`config.mk`:
```
export PLATFORM = sky130hd
export DESIGN_NAME = serial_addsub16
export DESIGN_NICKNAME = d
export VERILOG_FILES = /design/src/rtl/serial_addsub16.sv
export SDC_FILE = /design/constraint.sdc
export NUM_CORES = 1
export LEC_CHECK = 0
export CORE_MARGIN = 2
export CORE_UTILIZATION = 34
export CTS_BUF_LIST = sky130_fd_sc_hd__clkbuf_4 sky130_fd_sc_hd__clkbuf_8
export CTS_CLUSTER_DIAMETER = 100
export CTS_CLUSTER_SIZE = 10
export DETAILED_ROUTE_END_ITERATION = 8
export HOLD_SLACK_MARGIN = 0.03
export SETUP_SLACK_MARGIN = 0.02
export SYNTH_ARGS = -nofsm -noshare
export SYNTH_HDL_FRONTEND = slang
export SYNTH_SLANG_ARGS = --single-unit
```
`constraint.sdc`:
```
create_clock -name clk -period 2.53 [get_ports clk]
set_input_delay 0.506 -clock clk [delete_from_list [all_inputs] [get_ports clk]]
set_output_delay 0.506 -clock clk [all_outputs]
set_load 0.02 [all_outputs]
```
`src/rtl/serial_addsub16.sv`:
```
// rtl/serial_addsub16.sv - nibble-serial adder/subtractor driving an external 4-bit ripple-carry adder
module serial_addsub16 #(
    parameter int NIBBLES = 4
) (
    input  logic                   clk,
    input  logic                   rst,
    input  logic                   start_valid,
    output logic                   start_ready,
    input  logic [4*NIBBLES-1:0]   op_a,
    input  logic [4*NIBBLES-1:0]   op_b,
    input  logic                   sub,
    output logic [3:0]             rca_a,
    output logic [3:0]             rca_b,
    output logic                   rca_cin,
    input  logic [3:0]             rca_s,
    input  logic                   rca_cout,
    output logic [4*NIBBLES-1:0]   result,
    output logic                   cout,
    output logic                   ovf,
    output logic                   zero,
    output logic                   done
);
    localparam int W  = 4 * NIBBLES;
    localparam int IW = (NIBBLES > 1) ? $clog2(NIBBLES) : 1;
    localparam logic [IW-1:0] LAST_IDX = IW'(NIBBLES - 1);

    typedef enum logic [1:0] {
        IDLE = 2'd0,
        RUN  = 2'd1,
        DONE = 2'd2
    } state_t;

    state_t        state_q;
    logic [IW-1:0] idx_q;
    logic [W-1:0]  a_q;
    logic [W-1:0]  b_q;
    logic [W-1:0]  result_q;
    logic          carry_q;
    logic          cout_q;
    logic          ovf_q;
    logic          zero_q;
    logic          done_q;

    logic          running;
    logic [IW+1:0] shamt;
    logic [W-1:0]  result_d;

    // Bit offset of the active nibble; result_d merges the adder's sum into it.
    always_comb begin
        running  = (state_q == RUN);
        shamt    = {idx_q, 2'b00};
        result_d = result_q;
        result_d[shamt +: 4] = rca_s;
    end

    assign start_ready = (state_q == IDLE);
    assign rca_a       = running ? a_q[shamt +: 4] : 4'h0;
    assign rca_b       = running ? b_q[shamt +: 4] : 4'h0;
    assign rca_cin     = running & carry_q;
    assign result      = result_q;
    assign cout        = cout_q;
    assign ovf         = ovf_q;
    assign zero        = zero_q;
    assign done        = done_q;

    always_ff @(posedge clk or posedge rst) begin
        if (rst) begin
            state_q  <= IDLE;
            idx_q    <= '0;
            a_q      <= '0;
            b_q      <= '0;
            result_q <= '0;
            carry_q  <= 1'b0;
            cout_q   <= 1'b0;
            ovf_q    <= 1'b0;
            zero_q   <= 1'b0;
            done_q   <= 1'b0;
        end else begin
            done_q <= 1'b0;
            case (state_q)
                IDLE: begin
                    if (start_valid) begin
                        a_q      <= op_a;
                        b_q      <= sub ? ~op_b : op_b;
                        carry_q  <= sub;
                        idx_q    <= '0;
                        result_q <= '0;
                        cout_q   <= 1'b0;
                        ovf_q    <= 1'b0;
                        zero_q   <= 1'b0;
                        state_q  <= RUN;
                    end
                end
                RUN: begin
                    result_q <= result_d;
                    carry_q  <= rca_cout;
                    idx_q    <= idx_q + 1'b1;
                    // Flags are taken from the fully assembled result on the final nibble.
                    if (idx_q == LAST_IDX) begin
                        idx_q   <= '0;
                        state_q <= DONE;
                        done_q  <= 1'b1;
                        cout_q  <= rca_cout;
                        ovf_q   <= (a_q[W-1] == b_q[W-1]) && (result_d[W-1] != a_q[W-1]);
                        zero_q  <= (result_d == '0);
                    end
                end
                DONE: begin
                    state_q <= IDLE;
                end
                default: begin
                    state_q <= IDLE;
                end
            endcase
        end
    end
endmodule

```
==> metrics, run 1 <==
average wire per standard cell 15.1 um; dominant cell type by area after synthesis dfrtp_1; summed instance area of the synthesized netlist 2830 sq um; ys flop type dfrtp_1; Max IR drop VDD 0.000443 V; Die Area 9080 sq um; clk_skew 0.00792 ns; ratio of cells with drive above 1 in the final layout 20.3%; Resized Gates After CTS 9; remaining routing DRC violations 0; number of antenna violations at the first check in global routing 0; Avg Cell Area, Syn 11.9 sq um; number of cells traversed by the worst register-to-register path 7; Reg2Reg Capture Point ovf; summed negative setup slack over all endpoints 0 ns; CORE AREA 8130 sq um; worst setup slack for register-to-register paths 0.45 ns; switching part of the total 38.3%; number of core rows 33; Warnings, synthesis 0; count of antenna diodes in the layout 0; height of the die 95.3 um; top library cells by usage in the layout, fill and taps aside clkdlybuf4s50_1, dfrtp_1, nor2_1, a21oi_1; Post-synth ARST share 100%; first-pass GRT wire length 10800 um; critical path arrival 1.85 ns; maximum level of the CTS H-tree 3; leftover overflow at the end of global routing 0; all-layer global routing usage 15.6%; number of maximum-capacitance constraint violations 0; Placer Congestion 0.753; list of cells traversed by the critical path buf_4 > mux4_2 > and2_1 > dlygate4sd2_1; gate count of the mapped netlist 239; detailed placer's ending HPWL 4780 um; Slew @ Worst Pin 0.424 ns; first-pass detailed-route iteration total 4; run status finished, final reports clean; area share of the largest cell type after synthesis 50.3%; Max clock buf depth 2; count of flip-flops with a built-in enable after synthesis 0; maximum fanout along the worst path 12; die outline width 95.3 um; root cell of the clock tree clkbuf_8; clock period minus final worst setup slack 2.36 ns; total power 4.56 mW; io pins 71; post-detailed-routing wire length 6490 um; register bit count reported by yosys 57; largest cells by area after synthesis dfrtp_1, mux2_2, mux4_2, a32o_1, xnor2_1; setup repair after global routing missed its margin false; Critical Path Source Type flop; number of nets with antenna violations after detailed routing 0; net switching power 1.75 mW; number of different library cells in the post-synthesis netlist 41; pin count of the biggest net entering global routing 41; vias in the first global route 2176; most common cell after layout, fill and taps aside clkdlybuf4s50_1; worst slew margin relative to its limit 71.5%; clock sinks 57; Crit Path Category flop to output port; slowest library cell on the worst path mux4_2; final hold violation count 0; required time reported for the critical path endpoint 2.02 ns; class of the tightest hold or removal check input pin to async pin; clock network latency to the later pin of the worst-skew pair 0.33 ns; CTS tree yes; number of max-slew violations in the final report 0; relative contribution of combinational cells to total power 51.2%; clock power share 16.0%; Initial Utilization 34.8%; Internal Pwr Total 2.81 mW; cell leakage power 1.61 nW; sequential fraction of design power 32.8%; number of buffer cells added on primary ports 70; number of post-CTS setup repair buffers 0; share of the yosys chip area belonging to registers 50.3%; number of buffers added to fix hold violations after cts 0; final net count 367; total nets after synthesis 286; Inserted Clock Buffers 9; portion of the clock cycle consumed by the worst path in the final layout 93.2%; via count 2182; startpoint of the worst-slack reg-to-reg timing path idx_q[1]; Area growth, synth to finish 37.3%; upper clock frequency limit 424 MHz; number of DRC markers in iteration 0 74; Critical Path End Type output port; setup violation total in the final timing report 0; Vias/cell 5.07; CP peak stage delay 0.51 ns; power density relative to cell area 1170 nW/um^2; clk slew on worst S/H paths 0.07 ns
==> layout make-up <==
| type | instances | area, sq um |
|---|---|---|
| fill | 769 | 4240 |
| sequential | 57 | 1430 |
| multi-input combinational | 163 | 1330 |
| timing repair buffer | 83 | 817 |
| clock buffer | 12 | 146 |
| tap | 105 | 131 |
| inverter | 6 | 22.5 |
| clock inverter | 4 | 20.0 |
==> power by group through the flow <==
stage          Combinational [mW]  Sequential (mW)  Clock (mW)
2_1_floorplan                1.50             1.54           0
3_3_place_gp                 2.40             1.51           0
3_5_place_dp                 2.43             1.52           0
4_1_cts                      2.37             1.50       0.753
5_1_grt                      2.56             1.55       0.801
6_report                     2.33             1.49       0.729
==> critical path, delay by kind of cell (launching register included) <==
family                 cells  cell delay, ns
buffers and inverters      2            0.51
flip-flops                 1            0.34
multiplexers               1            0.51
AND/OR/NAND/NOR            1            0.16
==> Yosys cell counts, types with 2 or more instances <==
| library cell | count |
|---|---|
| dfrtp_1 | 57 |
| o21ai_1 | 5 |
| clkbuf_1 | 3 |
| and2_1 | 11 |
| nand2_1 | 9 |
| mux2i_1 | 2 |
| buf_4 | 2 |
| nor4_1 | 3 |
| ha_1 | 6 |
| mux2_2 | 16 |
| xnor2_1 | 16 |
| mux4_2 | 8 |
| nor3_1 | 3 |
| a21oi_1 | 17 |
| o31ai_1 | 2 |
| buf_2 | 8 |
| inv_1 | 6 |
| or3_1 | 2 |
| nand2b_1 | 4 |
| a32o_1 | 15 |
| nor2_1 | 24 |
==> sequential cells by signal, summed over array words and instances, names as in the netlist <==
register and count:
b_q 16, result 16, zero 1, ovf 1, a_q 16, carry_q 1
done 1, cout 1, idx_q 2, state_q 2
==> worst max path at each step <==
stage / depth (start not counted) / start / slack, ns / to
after floorplan: 7 / idx_q[0] / 0.48 / ovf
after global placement: 4 / idx_q[0] / 0.30 / rca_a[3]
after detailed placement: 4 / idx_q[0] / 0.27 / rca_a[3]
after CTS: 3 / idx_q[1] / 0.04 / rca_b[3]
after global routing: 4 / idx_q[0] / 0.09 / rca_a[2]
final: 4 / idx_q[0] / 0.17 / rca_a[3]
==> kinds of logic after synthesis <==
group	Yosys count	share of synthesized area, %
xor+xnor	16	4.94
mux	26	13.4
fa+ha+maj	6	2.65
compound gates	50	13.4
simple gates	65	12.1
buf+inv	19	3.13
flops	57	50.3
==> per-stage QoR <==
step	cell area (sq um)	hold slack [ns]	util [%]	setup slack (ns)	cells
4_1_cts	3890	0.497	47.8	0.0390	430
5_1_grt	3890	0.520	47.8	0.0899	430
3_5_place_dp	3730	0.490	45.8	0.274	414
6_report	3890	0.491	47.8	0.171	430
3_3_place_gp	3730	0.477	45.8	0.299	414
2_1_floorplan	2830	0.475	-	0.478	239
==> routing by layer <==
| metal | share of wire, % | track usage, % |
|---|---|---|
| met1 | 46 | 21.0 |
| met2 | 48 | 24.9 |
| met3 | 4.4 | 3.00 |
| met4 | 1.4 | 6.16 |
| met5 | 0 | 0 |
Note: power is estimated with default switching activity, not from simulation.
==> inputs of run 2 (changes only) <==
--- a/config.mk
+++ b/config.mk
@@ -6,7 +6,7 @@
 export NUM_CORES = 1
 export LEC_CHECK = 0
 export CORE_MARGIN = 2
-export CORE_UTILIZATION = 34
+export CORE_UTILIZATION = 35
 export CTS_BUF_LIST = sky130_fd_sc_hd__clkbuf_4 sky130_fd_sc_hd__clkbuf_8
 export CTS_CLUSTER_DIAMETER = 100
 export CTS_CLUSTER_SIZE = 10
==> metrics, run 2 (synthesis gave the netlist of run 1 again) <==
run status finished, final reports clean; first-pass detailed-route iteration total 4; number of nets with antenna violations after detailed routing 0; die outline width 94.0 um; ratio of cells with drive above 1 in the final layout 19.0%; Inserted Clock Buffers 9; required time reported for the critical path endpoint 2.02 ns; Resized Gates After CTS 7; timing startpoint of the critical path idx_q[1]; clock network latency to the later pin of the worst-skew pair 0.33 ns; Area growth, synth to finish 37.1%; pin count of the biggest net entering global routing 44; cell leakage power 1.60 nW; root cell of the clock tree clkbuf_8; power density relative to cell area 1170 nW/um^2; worst setup slack for register-to-register paths 0.32 ns; Critical Path End Type output port; final net count 366; Internal Pwr Total 2.84 mW; number of cells traversed by the worst register-to-register path 8; most common cell after layout, fill and taps aside clkdlybuf4s50_1; clock period minus final worst setup slack 2.43 ns; setup violation total in the final timing report 0; average wire per standard cell 15.1 um; class of the tightest hold or removal check flop to flop; all-layer global routing usage 15.2%; switching part of the total 37.5%; clk slew on worst S/H paths 0.06 ns; clock sinks 57; io pins 71; remaining routing DRC violations 0; CORE AREA 7770 sq um; maximum level of the CTS H-tree 3; Die Area 8830 sq um; Placer Congestion 0.764; detailed placer's ending HPWL 4690 um; leftover overflow at the end of global routing 0; CTS tree yes; critical path endpoint rca_b[3]; clock power share 16.5%; setup repair after global routing missed its margin false; net switching power 1.71 mW; number of core rows 32; Crit Path Category flop to output port; clk_skew 0.0104 ns; portion of the clock cycle consumed by the worst path in the final layout 96.0%; worst slew margin relative to its limit 64.0%; Max clock buf depth 2; startpoint of the worst-slack reg-to-reg timing path idx_q[0]; post-detailed-routing wire length 6410 um; number of post-CTS setup repair buffers 0; number of buffers added to fix hold violations after cts 0; Slew @ Worst Pin 0.539 ns; height of the die 94.0 um; number of max-slew violations in the final report 0; Vias/cell 5.05; DP Area 3720 sq um; number of maximum-capacitance constraint violations 0; via count 2135; sequential fraction of design power 32.9%; # fillers 724; critical path arrival 1.92 ns; relative contribution of combinational cells to total power 50.5%; Max IR drop VDD 0.000468 V; Reg2Reg Capture Point ovf; top library cells by usage in the layout, fill and taps aside clkdlybuf4s50_1, dfrtp_1, nor2_1, a21oi_1; maximum fanout along the worst path 2; summed negative setup slack over all endpoints 0 ns; Critical Path Source Type flop; final cell area excluding filler cells 3880 sq um; vias in the first global route 1975; number of DRC markers in iteration 0 84; upper clock frequency limit 412 MHz; final hold violation count 0; first-pass GRT wire length 10100 um; count of antenna diodes in the layout 0; Initial Utilization 36.5%; number of buffer cells added on primary ports 70; number of antenna violations at the first check in global routing 0
-- run 2: power by group through the flow --
stage | Combinational, mW | Clock (mW) | Sequential (mW)
floorplan | 1.50 | 0 | 1.54
global placement | 2.36 | 0 | 1.51
detailed placement | 2.38 | 0 | 1.52
CTS | 2.33 | 0.779 | 1.51
global route | 2.50 | 0.818 | 1.55
finish | 2.30 | 0.753 | 1.50
-- run 2: layer usage --
metal / wire [um] / part of all wire (%) / GRT usage, %
met5: 0 / 0 / 0
met4: 53 / 0.83 / 3.99
met1: 2730 / 43 / 19.6
met2: 3200 / 50 / 24.4
met3: 432 / 6.7 / 5.38
-- run 2: cell type report --
| type | instances | area (sq um) | area share, % |
|---|---|---|---|
| Sequential cell | 57 | 1430 | 36.7 |
| Multi-Input combinational cell | 163 | 1330 | 34.1 |
| Timing Repair Buffer | 82 | 811 | 20.9 |
| Clock buffer | 13 | 173 | 4.44 |
| Tap cell | 102 | 128 | 3.29 |
| Inverter | 6 | 22.5 | 0.580 |
-- run 2: through the flow --
step	setup WS, ns	instances	hold WS (ns)	utilization [%]	power (mW)
floorplan	0.478	239	0.475	-	3.05
global placement	0.251	410	0.482	47.8	3.87
detailed placement	0.236	410	0.483	47.8	3.90
CTS	0.0404	423	0.497	50.0	4.61
global route	0.0204	423	0.524	50.0	4.88
finish	0.102	423	0.489	50.0	4.55
-- run 2: how the worst min path moves through the flow --
stage                  from      end  cells past startpoint
finish                 cout     cout                      2
global route         a_q[2]   a_q[2]                      1
CTS                    cout     cout                      2
detailed placement     cout     cout                      2
global placement       cout     cout                      2
floorplan           a_q[10]  a_q[10]                      1
-- run 2: critical path, stage by stage (launching register included) --
cell and delay [ns]:
dfrtp_1 0.38, mux4_2 0.49, and2_1 0.18, clkdlybuf4s50_1 0.54
==> inputs of run 3 (changes only) <==
--- a/config.mk
+++ b/config.mk
@@ -5,6 +5,7 @@
 export SDC_FILE = /design/constraint.sdc
 export NUM_CORES = 1
 export LEC_CHECK = 0
+export CAP_MARGIN = 20
 export CORE_MARGIN = 2
 export CORE_UTILIZATION = 35
 export CTS_BUF_LIST = sky130_fd_sc_hd__clkbuf_4 sky130_fd_sc_hd__clkbuf_8
@@ -12,6 +13,7 @@
 export CTS_CLUSTER_SIZE = 10
 export DETAILED_ROUTE_END_ITERATION = 8
 export HOLD_SLACK_MARGIN = 0.03
+export REMOVE_ABC_BUFFERS = 1
 export SETUP_SLACK_MARGIN = 0.02
 export SYNTH_ARGS = -nofsm -noshare
 export SYNTH_HDL_FRONTEND = slang
==> metrics, run 3 (synthesis gave the netlist of run 1 again) <==
Critical Path Source Type flop; detailed-routed wire length on met3 310 um; setup repair after global routing missed its margin false; Initial Utilization 36.5%; timing startpoint of the critical path idx_q[0]; first-pass GRT wire length 10400 um; worst hold slack after final layout 0.500 ns; remaining routing DRC violations 0; number of core rows 32; Buffers & Inverters on Critical Path 2; list of cells traversed by the critical path buf_4 > mux4_2 > and2_1 > dlygate4sd2_1; upper clock frequency limit 418 MHz; worst slew margin relative to its limit 76.8%; final hold violation count 0; count of antenna diodes in the layout 0; number of buffers added to fix hold violations after cts 0; startpoint of the worst-slack reg-to-reg timing path idx_q[1]; vias in the first global route 2089; CTS tree yes; WL met1 2920 um; Max clock buf depth 2; clock network latency to the later pin of the worst-skew pair 0.33 ns; Setup Slack @ Placement 0.273 ns; slowest library cell on the worst path mux4_2; die outline width 94.0 um; first-pass detailed-route iteration total 4; summed negative setup slack over all endpoints 0 ns; maximum fanout along the worst path 7; Inserted Clock Buffers 9; class of the tightest hold or removal check flop to flop; Worst Hold Launch cout; number of max-slew violations in the final report 0; height of the die 94.0 um; number of antenna violations at the first check in global routing 0; Area growth, synth to finish 38.1%; Die Area 8830 sq um; placed instance count 413; required time reported for the critical path endpoint 2.02 ns; number of nets with antenna violations after detailed routing 0; critical path arrival 1.89 ns; Vias/cell 4.97; pin count of the biggest net entering global routing 58; all-layer global routing usage 15.6%; setup ws final 0.138 ns; CORE AREA 7770 sq um; Critical Path End Type output port; clk_skew 0.00589 ns; met2 routed wirelength 2930 um; Slew @ Worst Pin 0.346 ns; root cell of the clock tree clkbuf_8; number of buffer cells added on primary ports 70; CP peak stage delay 0.50 ns; clk slew on worst S/H paths 0.07 ns; clock sinks 57; io pins 71; most common cell after layout, fill and taps aside clkdlybuf4s50_1; power density relative to cell area 1180 nW/um^2; run status finished, final reports clean; cell leakage power 1.63 nW; highest layer used for signal routing met4; number of maximum-capacitance constraint violations 0; total power 4.63 mW; via count 2131; Max IR drop VDD 0.000430 V; Top Family by Delay on Critical Path buffers and inverters; clock period minus final worst setup slack 2.39 ns; ratio of cells with drive above 1 in the final layout 20.2%; Placer Congestion 0.792; average wire per standard cell 14.6 um; number of DRC markers in iteration 0 111; detailed placer's ending HPWL 4520 um; maximum level of the CTS H-tree 3; Crit Path Category flop to output port; count of placed standard cells in the final layout, fillers left out 429; final net count 369; top library cells by usage in the layout, fill and taps aside clkdlybuf4s50_1, dfrtp_1, nor2_1, a21oi_1; portion of the clock cycle consumed by the worst path in the final layout 94.5%; leftover overflow at the end of global routing 0; setup violation total in the final timing report 0; post-detailed-routing wire length 6250 um
run 3: cell type report:
class / instances / area, sq um
Fill cell: 736 / 3850
Sequential cell: 57 / 1430
Multi-Input combinational cell: 163 / 1320
Timing Repair Buffer: 85 / 820
Clock buffer: 10 / 138
Tap cell: 102 / 128
Clock inverter: 6 / 57.6
Inverter: 6 / 22.5
run 3: what timing repair did:
item | CTS | global route
gates resized for setup | 7 | 1
setup endpoints to repair | 7 | 1
setup buffers | 0 | 0
run 3: final timing paths:
| check | cells past startpoint | slack [ns] | end |
|---|---|---|---|
| max in group asynchronous | 3 | 1.74 | result[3] |
| hold / removal | 2 | 0.50 | cout |
| setup reg to reg | 7 | 0.48 | ovf |
| setup / recovery | 4 | 0.14 | rca_a[1] |
| min in group asynchronous | 3 | 0.55 | a_q[4] |
| hold reg to reg | 2 | 0.50 | cout |
run 3: where the power goes:
part	leakage [nW]	switching (mW)	internal, mW
clock network	0.102	0.353	0.474
logic	0.824	1.18	1.14
registers	0.700	0.208	1.28
run 3: metal layers:
layer / track usage (%) / up-vias
li1: - / 1039
met5: 0 / -
met3: 3.69 / 9
met4: 6.52 / 0
met2: 23.8 / 59
met1: 21.2 / 1024
run 3: worst register-to-register path, stage by stage (launching register included):
cell and delay [ns]:
dfrtp_1 0.39, buf_4 0.18, inv_1 0.10, ha_1 0.38, nand3b_2 0.27, o32ai_2 0.29, mux2i_1 0.23, a22o_1 0.14
run 3: stage by stage:
stage          util [%]  instance area [sq um]
2_1_floorplan         -                   2770
3_3_place_gp       48.0                   3730
3_5_place_dp       48.0                   3730
4_1_cts            50.4                   3910
5_1_grt            50.4                   3920
6_report           50.4                   3920
